### config.mk
export PLATFORM = sky130hd
export DESIGN_NAME = pmem_loader
export DESIGN_NICKNAME = d
export VERILOG_FILES = /design/src/rtl/pmem_loader.sv
export SDC_FILE = /design/constraint.sdc
export NUM_CORES = 1
export LEC_CHECK = 0
export ABC_CLOCK_PERIOD_IN_PS = 1900
export BUFFER_PORTS_ARGS = -buffer_cell sky130_fd_sc_hd__buf_2
export CAP_MARGIN = 20
export CORE_MARGIN = 2
export CORE_UTILIZATION = 41
export CTS_BUF_LIST = sky130_fd_sc_hd__clkbuf_2 sky130_fd_sc_hd__clkbuf_4 sky130_fd_sc_hd__clkbuf_8
export DETAILED_ROUTE_END_ITERATION = 10
export PLACE_DENSITY = 0.59
export SLEW_MARGIN = 25
export SYNTH_ARGS = -nofsm -noshare
export SYNTH_HDL_FRONTEND = slang
export SYNTH_SLANG_ARGS = --single-unit
### constraint.sdc
create_clock -name clk -period 1.9 [get_ports clk]
set_clock_uncertainty 0.05 [all_clocks]
set_input_delay 0.19 -clock clk [delete_from_list [all_inputs] [get_ports clk]]
set_output_delay 0.19 -clock clk [all_outputs]
set_load 0.01 [all_outputs]
### src/rtl/pmem_loader.sv
// pmem_loader: decodes a framed byte stream into program-memory writes (LE/LA/LI), starting at address 0.
// Latency: LE pulses 1 cycle after each LO-byte transfer; at most one instruction every 3 cycles.
// Backpressure: in_ready is low in IDLE/WR/DONE/ERR; optional checksum byte when PMEM_LOADER_CHKSUM_EN is defined.
module pmem_loader #(
  parameter int AW = 8,
  parameter int IW = 12
) (
  input  logic          clk,
  input  logic          rst,
  input  logic          start,
  input  logic          in_valid,
  input  logic [7:0]    in_data,
  output logic          in_ready,
  output logic          LE,
  output logic [AW-1:0] LA,
  output logic [IW-1:0] LI,
  output logic          busy,
  output logic          done,
  output logic          err
);

  // HB = number of meaningful bits in the MSB byte of an instruction
  localparam int RW = AW + 1;
  localparam int HB = IW - 8;
  localparam logic [7:0]  HI_MASK = 8'((32'd1 << HB) - 32'd1);
  localparam logic [RW-1:0] DEPTH = {1'b1, {AW{1'b0}}};
  localparam logic [31:0] DEPTH32 = 32'd1 << AW;

  typedef enum logic [2:0] {
    S_IDLE, S_LEN, S_HI, S_LO, S_WR, S_CHK, S_DONE, S_ERR
  } state_t;

  state_t          state, state_n;
  logic [AW-1:0]   addr;
  logic [RW-1:0]   rem;
  logic [HB-1:0]   hi;
  logic [AW-1:0]   la;
  logic [IW-1:0]   li;
  logic            xfer;
  logic            armable;
  logic            too_long;
  logic            hi_bad;
  logic [RW-1:0]   n_cnt;
`ifdef PMEM_LOADER_CHKSUM_EN
  logic [7:0]      sum;
`endif

  assign xfer     = in_valid & in_ready;
  assign armable  = (state == S_IDLE) || (state == S_DONE) || (state == S_ERR);
  // Only reachable for AW < 8; with AW >= 8 every 8-bit length fits
  assign too_long = ({24'd0, in_data} > DEPTH32);
  assign hi_bad   = |(in_data & ~HI_MASK);
  // A zero length byte stands for a full-depth frame
  assign n_cnt    = (in_data == 8'd0) ? DEPTH : RW'(in_data);

  // State register
  always_ff @(posedge clk) begin
    if (rst) state <= S_IDLE;
    else     state <= state_n;
  end

  // Next-state decode and byte-acceptance
  always_comb begin
    state_n  = state;
    in_ready = 1'b0;
    unique case (state)
      S_IDLE, S_DONE, S_ERR: begin
        if (start) state_n = S_LEN;
      end
      S_LEN: begin
        in_ready = 1'b1;
        if (in_valid) state_n = too_long ? S_ERR : S_HI;
      end
      S_HI: begin
        in_ready = 1'b1;
        if (in_valid) state_n = hi_bad ? S_ERR : S_LO;
      end
      S_LO: begin
        in_ready = 1'b1;
        if (in_valid) state_n = S_WR;
      end
      S_WR: begin
        // rem still counts the instruction being written this cycle
        if (rem == RW'(1)) begin
`ifdef PMEM_LOADER_CHKSUM_EN
          state_n = S_CHK;
`else
          state_n = S_DONE;
`endif
        end else begin
          state_n = S_HI;
        end
      end
`ifdef PMEM_LOADER_CHKSUM_EN
      S_CHK: begin
        in_ready = 1'b1;
        if (in_valid) state_n = (in_data == sum) ? S_DONE : S_ERR;
      end
`endif
      default: state_n = S_IDLE;
    endcase
  end

  // Address/count bookkeeping and the load-port holding registers
  always_ff @(posedge clk) begin
    if (rst) begin
      addr <= '0;
      rem  <= '0;
      hi   <= '0;
      la   <= '0;
      li   <= '0;
`ifdef PMEM_LOADER_CHKSUM_EN
      sum  <= '0;
`endif
    end else begin
      if (armable && start) addr <= '0;
      if (state == S_LEN && xfer) begin
        rem <= n_cnt;
`ifdef PMEM_LOADER_CHKSUM_EN
        sum <= in_data;
`endif
      end
      if (state == S_HI && xfer) begin
        hi <= in_data[HB-1:0];
`ifdef PMEM_LOADER_CHKSUM_EN
        sum <= sum + in_data;
`endif
      end
      // LA/LI change only here, so they are stable for the WR cycle and hold afterwards
      if (state == S_LO && xfer) begin
        la <= addr;
        li <= {hi, in_data};
`ifdef PMEM_LOADER_CHKSUM_EN
        sum <= sum + in_data;
`endif
      end
      if (state == S_WR) begin
        addr <= addr + AW'(1);
        rem  <= rem - RW'(1);
      end
    end
  end

  assign LE   = (state == S_WR);
  assign LA   = la;
  assign LI   = li;
  assign busy = (state == S_LEN) || (state == S_HI) || (state == S_LO) ||
                (state == S_WR) || (state == S_CHK);
  assign done = (state == S_DONE);
  assign err  = (state == S_ERR);

endmodule

Yosys cells after proc, flatten, opt, wreduce, memory -nomap -nowiden
Index checks and enable logic that the tools add are counted.
- register bits after elaboration: 44
- output and inout bits: 25
- logic and storage cells: 52
- add/subtract/negate cells: 2
- equal/unequal tests: 12
- muxes and demuxes: 13
- bitwise logic cells: 1
- reduce and logical (&&, ||, !) cells: 18
- operators by type and width (kind ; count):
    $mux 9 ; 3
    $mux 3 ; 6
    $mux 8 ; 2
    $pmux 3 s5 ; 1
    $eq 3x3->1 const B ; 4
    $eq 9x1->1 const B ; 1
    $sub 9x1->9 const B ; 1
    $add 8x1->8 const B ; 1
    $logic_not 8->1 ; 1
    $ne 2x2->1 const B ; 4
    $eq 3x2->1 const B ; 2
    $logic_or 1x1->1 ; 6
    $reduce_or 3->1 ; 2
    $logic_and 1x1->1 ; 4
    $reduce_and 4->1 ; 1
    $reduce_bool 2->1 ; 2
    $reduce_or 4->1 ; 1
    $eq 3x1->1 const B ; 1
    $logic_not 3->1 ; 1
    $and 1x1->1 ; 1
    $mux 1 ; 1

Logic depth before layout (Yosys ltp)
Gate-level depths: netlist (run 1).
- depth after elaboration: 7
- depth in mapped cells: 6
- mapped depth without buffers: 5

Worst setup path before layout (run 1)
OpenSTA, ideal clock, no wires.
- path type: reg2reg
- start point: reg state[2]
- end point: reg addr[7]
- library setup time: 0.114 ns
- data arrival time: 1.365 ns
- required time: 1.736 ns
- slack: 0.371 ns
- cell stages (with the launch flop): 6
- path buffers: 0
- period minus slack after synthesis: 1.529 ns
- cells stage by stage: dfxtp_1 > or3b_4 > inv_2 > nand4_1 > o21a_1 > a21o_1
- cells in the longest elaborated chain, start to end: 5
- elaborated cells between the ends (all ways): 9
- ends and longest elaborated chain (what ; line ; source):
    start: declaration ; 33 ; state_t state, state_n;
    start signal: assignment ; 59 ; else state <= state_n;
    $eq 3x3->1 or $logic_not 3->1 (tied branches) ; 49 ; assign armable = (state == S_IDLE) || (state == S_DONE) || (state == S_ERR);
    $logic_or 1x1->1 (2 in a row) ; 49 ;
    $logic_and 1x1->1 ; 116 ; if (armable && start) addr <= '0;
    $reduce_bool 2->1 (no line) ; -- ;
    end signal: assignment ; 138 ; addr <= addr + AW'(1);
    end: declaration ; 34 ; logic [AW-1:0] addr;
Several ways; a longest one is shown, not always the timed one.
A chain may end at the register's enable or synchronous reset.

Final worst setup path (run 1)
- start point: reg state[1]
- end point: reg rem[7]
- cells in the longest elaborated chain, start to end: 6
- elaborated cells between the ends (all ways): 10
- ends and longest elaborated chain (what ; line ; source):
    $eq 3x1->1 or $eq 3x2->1 (tied branches) ; 66, 117 ;
    $reduce_or 3->1 (no line) ; -- ;
    $mux 1 ; 66 ; unique case (state)
    $and 1x1->1 ; 48 ; assign xfer = in_valid & in_ready;
    $logic_and 1x1->1 ; 117 ; if (state == S_LEN && xfer) begin
    $reduce_bool 2->1 (no line) ; -- ;
    end signal: assignment ; 118 ; rem <= n_cnt;
    end signal: assignment ; 139 ; rem <= rem - RW'(1);
    end: declaration ; 35 ; logic [RW-1:0] rem;
Several ways; a longest one is shown, not always the timed one.

==> results.md, run 1 <==
* Crit end category: register
* Root buffer cell: clkbuf_8
* Sw power at between 500 and 600 uW
* Fraction of layout cells with a size suffix above 1 at 21.63%
* Worst slack, placed at 0.2764 ns
* Period utilization at between 80 and 90%
* Crit start category: register
* Clock tree buffer depth at 2
* Buffers on Ports at 36
* Routed vias at around 1800
* # setup viols final at 0
* Routed vias/inst at 5.375
* Worst-Margin Slew at 0.5296 ns
* CTS buffer count at 5
* R2r worst-path depth at 5
* Hold Path Stages at 3
* Largest net degree at the start of global routing at 30
* DRC at 0
* Diodes inserted at 0
* WS Path Type: register to register
* Largest area contributor in the netlist: dfxtp_1
* Top cells by count, synth: nand2_1, dfxtp_1, a21oi_1
* Post-CTS sizing at 0
* Postcts setup bufs at 0
* Critical Path AT at ~1.9 ns
* CTS tree: yes
* Static leakage at between 0.9 and 1 nW
* Initial antenna violation count at 0
* Starting DRC count in detailed routing at 86
* Die Span X at 73.46 um
* Area Growth Syn to Fin at 18.53%
* Pre-antenna DRT Iters at 4
* Sequential share of power at 47.2%
* Slew HR at roughly 65%
* PwrDens at approximately 900 mW/mm^2
* R2R Setup Slk at 0.24 ns
* Synthesized flop and latch total at 44
* Fin worst setup slack at 0.2361 ns
* Register area share after synthesis at 44.53%
* Max-cap violations at 0
* Clk slew on worst S/H paths at 0.09 ns
* Mapped Cells at 244
* Post-Syn Area at 0.001978 sq mm
* Slew Limit Fails at 0
* Main flop type after synthesis: dfxtp_1
* Outcome: finished clean
* Wire length per cell at 13.58 um
* Post-synth top area share at 44.53%
* Syn Nets at 259
* Peak supply drop at 0.4180 mV
* Die Ht at 73.46 um
* Vias in the first global route at 1632
* Die area at roughly 0.0054 sq mm
* Final global-route overflow total at 0
* FILL cells at slightly below 500
* All-Layer GR Usage at 18.41%
* Period minus WS final at between 1.5 and 2 ns
* Worst hold path type: input port to register
* Initial Utilization at 42.16%
* Warnings, synthesis at 0
* Fin. Hold Viols at 0
* Synth area leaders: dfxtp_1, nand2_1, a21oi_1
* Core ar. at 0.004692 sq mm
* Fmax at around 600 MHz
* Critical Path RT at 2.08 ns
* Gpl congestion at 0.8070
* HPWL Detailed at 3.061 mm
* RSZ-0062 raised after global routing: no
* Fin nets at between 200 and 300
* Top-count cell post-synth: nand2_1
* Post-Route Setup TNS at 0 ns
* Global-route wire length before repair at 7.652 mm
* EDFF count, synth at 0
* Switching Share at 27.88%
* Final ANT Viol Nets at 0
* Rows at 25
* H-tree level count at 2
* Final Routed Wirelength at 4.563 mm
* Ys async rst share at 0%
* Logic pwr share at 18.2%
* Synth cell types at 47
* Syn avg cell area at 8.107 sq um
* I/O pin count at 37
* CTS Hold Bufs at 0
* Internal at between 1.5 and 2 mW
* Clock sinks at 44
* Clk_lat worst skew at 0.30 ns
* Post-layout util at 49.97%
* Max FO, Critical Path at 10
* Clock power frac at 34.6%
metal layers:
metal,global-route usage (%),wire length (um),vias to the layer above
met5,0,0,-
met4,5.455,46,0
met3,4.115,164,5
met2,29.86,2074,35
met1,24.45,2278,837
li1,-,-,929
worst max-delay path: stages (launching register included):
cell and delay, ns:
dfxtp_1 0.36, or3b_4 0.39, inv_2 0.18, nand3_2 0.12, mux2_1 0.34, a31oi_1 0.16
logic make-up (layout without fill, tap and decap cells):
| family | Yosys count | in the layout | share of synthesized area, % |
|---|---|---|---|
| simple gates | 108 | 108 | 26.94 |
| fa+ha+maj | 3 | 3 | 1.898 |
| flops | 44 | 44 | 44.53 |
| buf+inv | 20 | 58 | 4.175 |
| mux | 6 | 6 | 3.163 |
| compound gates | 62 | 62 | 18.85 |
| xor+xnor | 1 | 1 | 0.4428 |
registers in the layout (all words and copies together), names as in the netlist:
signal	cells
LI	12
LA	8
hi	4
state	3
addr	8
rem	9
power by group through the flow:
stage / Combinational (mW) / Clock [mW] / Sequential [mW]
floorplan: 0.268 / 0 / 1.01
global placement: 0.385 / 0 / 1.02
detailed placement: 0.385 / 0 / 1.02
CTS: 0.387 / 0.744 / 0.996
global route: 0.432 / 0.780 / 1.00
finish: 0.385 / 0.731 / 0.997
metrics by stage:
step / hold slack, ns / std cells / power, mW / cell area [sq um]
floorplan: 0.2760 / 244 / 1.281 / 1978
global placement: 0.3897 / 328 / 1.402 / 2233
detailed placement: 0.3930 / 328 / 1.403 / 2233
CTS: 0.08687 / 336 / 2.128 / 2345
global route: 0.1052 / 336 / 2.216 / 2345
finish: 0.08787 / 336 / 2.113 / 2345
path summary, 6_finish.rpt:
path,end,start
max,rem[7]$_SDFFE_PP0P_,state[1]$_SDFFE_PP0P_
max reg2reg,rem[7]$_SDFFE_PP0P_,state[1]$_SDFFE_PP0P_
min,LI[4]$_SDFFE_PP0P_,in_data[4]
min reg2reg,LA[6]$_SDFFE_PP0P_,LA[6]$_SDFFE_PP0P_
cell type report:
class | count | area (sq um) | share of cell area, %
clock inverters | 2 | 35.03 | 1.494
clock buffers | 6 | 76.32 | 3.255
flip-flops and latches | 44 | 880.8 | 37.57
well taps | 54 | 67.56 | 2.882
inverters | 4 | 15.01 | 0.6403
repair buffers | 46 | 255.2 | 10.89
multi-input cells | 180 | 1015 | 43.28
cells in the final DEF, fill, tap and decap left out, types with 2 or more instances in the layout:
cell / n
inv_1: 2
a31o_1: 2
nand3_1: 7
ha_1: 3
nand4_1: 2
nand2_1: 52
inv_2: 2
nand2b_1: 3
mux2i_1: 4
clkbuf_8: 5
and2_1: 3
o21a_1: 2
nor3_1: 7
dfxtp_1: 44
nor2b_1: 2
buf_4: 10
o21ai_0: 3
mux2_1: 2
nor4_1: 2
and3_1: 3
nand3_2: 2
o211ai_1: 3
nor2_1: 14
buf_2: 36
a2bb2oi_1: 2
a21oi_1: 35
or3_1: 4
a31oi_1: 4
Note: power is estimated with default switching activity, not from simulation.
==> run 2: changes to the inputs <==
- RECOVER_POWER: unset -> 25
==> results.md, run 2 (synthesis results as in run 1) <==
* Outcome: finished clean (unchanged)
* Slew Limit Fails at 0 (unchanged)
* PwrDens at 909.2 mW/mm^2 (was 901.2 mW/mm^2)
* Period utilization at 87.85% (was 87.57%)
* Static leakage at 0.8475 nW (was 0.9224 nW)
* Internal at 1.523 mW (was 1.524 mW)
* Crit start category: register (unchanged)
* Slowest-stage cell, CP: or3b_4 (unchanged)
* Hold Path Stages at 3 (unchanged)
* Postcts setup bufs at 0 (unchanged)
* Buffers on Ports at 36 (unchanged)
* Pre-antenna DRT Iters at 4 (unchanged)
* Gpl congestion at 0.8070 (unchanged)
* Final global-route overflow total at 0 (unchanged)
* Switching Share at 27.92% (was 27.88%)
* Sw power at 589.8 uW (was 589.2 uW)
* Post-Route Setup TNS at 0 ns (unchanged)
* H-tree level count at 2 (unchanged)
* Crit end category: register (unchanged)
* Worst-path cell chain: or3b_4 -> inv_2 -> nand3_2 -> or3_1 -> a31oi_1 (was or3b_4 -> inv_2 -> nand3_2 -> mux2_1 -> a31oi_1)
* Worst path max stage delay at 0.39 ns (about the same)
* Hold Path Origin: in_data[4] (unchanged)
* Clock tree buffer depth at 2 (unchanged)
* Critical Path AT at 1.85 ns (about the same)
* RSZ-0062 raised after global routing: no (unchanged)
* Fin nets at 296 (unchanged)
* Die Span X at 73.46 um (unchanged)
* Clk_lat worst skew at 0.30 ns (about the same)
* Worst reg2reg path endpoint: rem[6]$_SDFFE_PP0P_ (was rem[7]$_SDFFE_PP0P_)
* Reg-to-reg startpoint: state[1]$_SDFFE_PP0P_ (unchanged)
* Max FO, Critical Path at 10 (unchanged)
* Post-CTS sizing at 0 (unchanged)
* HPWL Detailed at 3.061 mm (unchanged)
* Root buffer cell: clkbuf_8 (unchanged)
* Buf+Inv Stages, Crit Path at 1 (unchanged)
* R2r worst-path depth at 5 (unchanged)
* Rows at 25 (unchanged)
* Initial Utilization at 42.16% (unchanged)
* Largest net degree at the start of global routing at 30 (unchanged)
* Wire length per cell at 13.65 um (was 13.58 um)
* Clock power frac at 34.6% (about the same)
* Slew HR at 64.78% (was 64.69%)
* Worst-Margin Slew at 0.5282 ns (was 0.5296 ns)
* Initial antenna violation count at 0 (unchanged)
* Fraction of layout cells with a size suffix above 1 at 15.60% (was 21.63%)
* Final ANT Viol Nets at 0 (unchanged)
* Clock sinks at 44 (unchanged)
* CTS Hold Bufs at 0 (unchanged)
* Logic pwr share at 18.2% (about the same)
* Die area at 0.005396 sq mm (unchanged)
* Worst hold path type: input port to register (unchanged)
* Commonest non-fill, non-tap cell in the layout: nand2_1 (unchanged)
* Critical Path RT at 2.08 ns (about the same)
* DRC at 0 (unchanged)
* Fmax at 599.1 MHz (was 601.0 MHz)
* Max-cap violations at 0 (unchanged)
* Diodes inserted at 0 (unchanged)
* Routed vias/inst at 5.393 (was 5.375)
* Peak supply drop at 0.4175 mV (was 0.4180 mV)
* # setup viols final at 0 (unchanged)
* I/O pin count at 37 (unchanged)
* CTS tree: yes (unchanged)
* CP delay by family, top: simple AND/OR/NAND/NOR gates (unchanged)
* Vias in the first global route at 1632 (unchanged)
* WS Path Type: register to register (unchanged)
* Fin. Hold Viols at 0 (unchanged)
* Starting DRC count in detailed routing at 85 (was 86)
* All-Layer GR Usage at 18.41% (unchanged)
* Most frequent cells in the layout: nand2_1, dfxtp_1, a21oi_1 (was nand2_1, dfxtp_1, buf_2)
* Core ar. at 0.004692 sq mm (unchanged)
* Area Growth Syn to Fin at 17.46% (was 18.53%)
* Final Routed Wirelength at 4.588 mm (was 4.563 mm)
* Die Ht at 73.46 um (unchanged)
* Clk slew on worst S/H paths at 0.09 ns (about the same)
* Sequential share of power at 47.2% (about the same)
* Period minus WS final at 1.669 ns (was 1.664 ns)
* Largest register FFs at 12 (unchanged)
* Global-route wire length before repair at 7.652 mm (unchanged)
* WHS Endpoint: LI[4]$_SDFFE_PP0P_ (unchanged)
* CTS buffer count at 5 (unchanged)
* R2R Setup Slk at 0.23 ns (was 0.24 ns)
* Routed vias at 1812 (was 1806)
* CP Depth at 5 (unchanged)
* Final hold slack at 0.08793 ns (was 0.08787 ns)
## run 2: layout make-up
class                           count  area (sq um)
Inverter                            4         15.01
Multi-Input combinational cell    180          1015
Timing Repair Buffer               46         234.0
Fill cell                         501          2369
Sequential cell                    44         880.8
Tap cell                           54         67.56
Clock buffer                        6         76.32
Clock inverter                      2         35.03
## run 2: worst max-delay path by stage
stage	from	endpoint	slack [ns]
global route	state[1]$_SDFFE_PP0P_	addr[6]$_SDFFE_PP0P_	0.07
CTS	state[1]$_SDFFE_PP0P_	rem[8]$_SDFFE_PP0P_	0.25
global placement	state[1]$_SDFFE_PP0P_	rem[8]$_SDFFE_PP0P_	0.31
floorplan	state[2]$_SDFFE_PP0P_	addr[7]$_SDFFE_PP0P_	0.37
finish	state[1]$_SDFFE_PP0P_	rem[6]$_SDFFE_PP0P_	0.23
detailed placement	state[1]$_SDFFE_PP0P_	rem[7]$_SDFFE_PP0P_	0.28
## run 2: tightest hold or removal path, cell delays in order
cell and delay, ns:
buf_2 0.11, nand2_1 0.05, a21oi_1 0.05
## run 2: power by group through the flow
stage               Sequential, mW  Clock [mW]  Combinational (mW)
finish                       0.997       0.731               0.384
global route                  1.00       0.780               0.430
CTS                          0.996       0.744               0.387
detailed placement            1.02           0               0.385
global placement              1.02           0               0.385
floorplan                     1.01           0               0.268
## run 2: per-stage QoR
step | power (mW) | util, % | setup WS (ns) | cells | cell area, sq um
6_report | 2.113 | 49.52 | 0.2308 | 336 | 2323
5_1_grt | 2.215 | 49.52 | 0.07118 | 336 | 2323
4_1_cts | 2.128 | 49.97 | 0.2478 | 336 | 2345
3_5_place_dp | 1.403 | 47.60 | 0.2764 | 328 | 2233
3_3_place_gp | 1.402 | 47.60 | 0.3107 | 328 | 2233
2_1_floorplan | 1.281 | - | 0.3710 | 244 | 1978
## run 2: routing by layer
layer	share of wire, %	wire, um	track usage (%)
met1	49	2271	24.45
met2	46	2095	29.86
met3	3.8	175	4.115
met4	1.0	46	5.455
met5	0	0	0
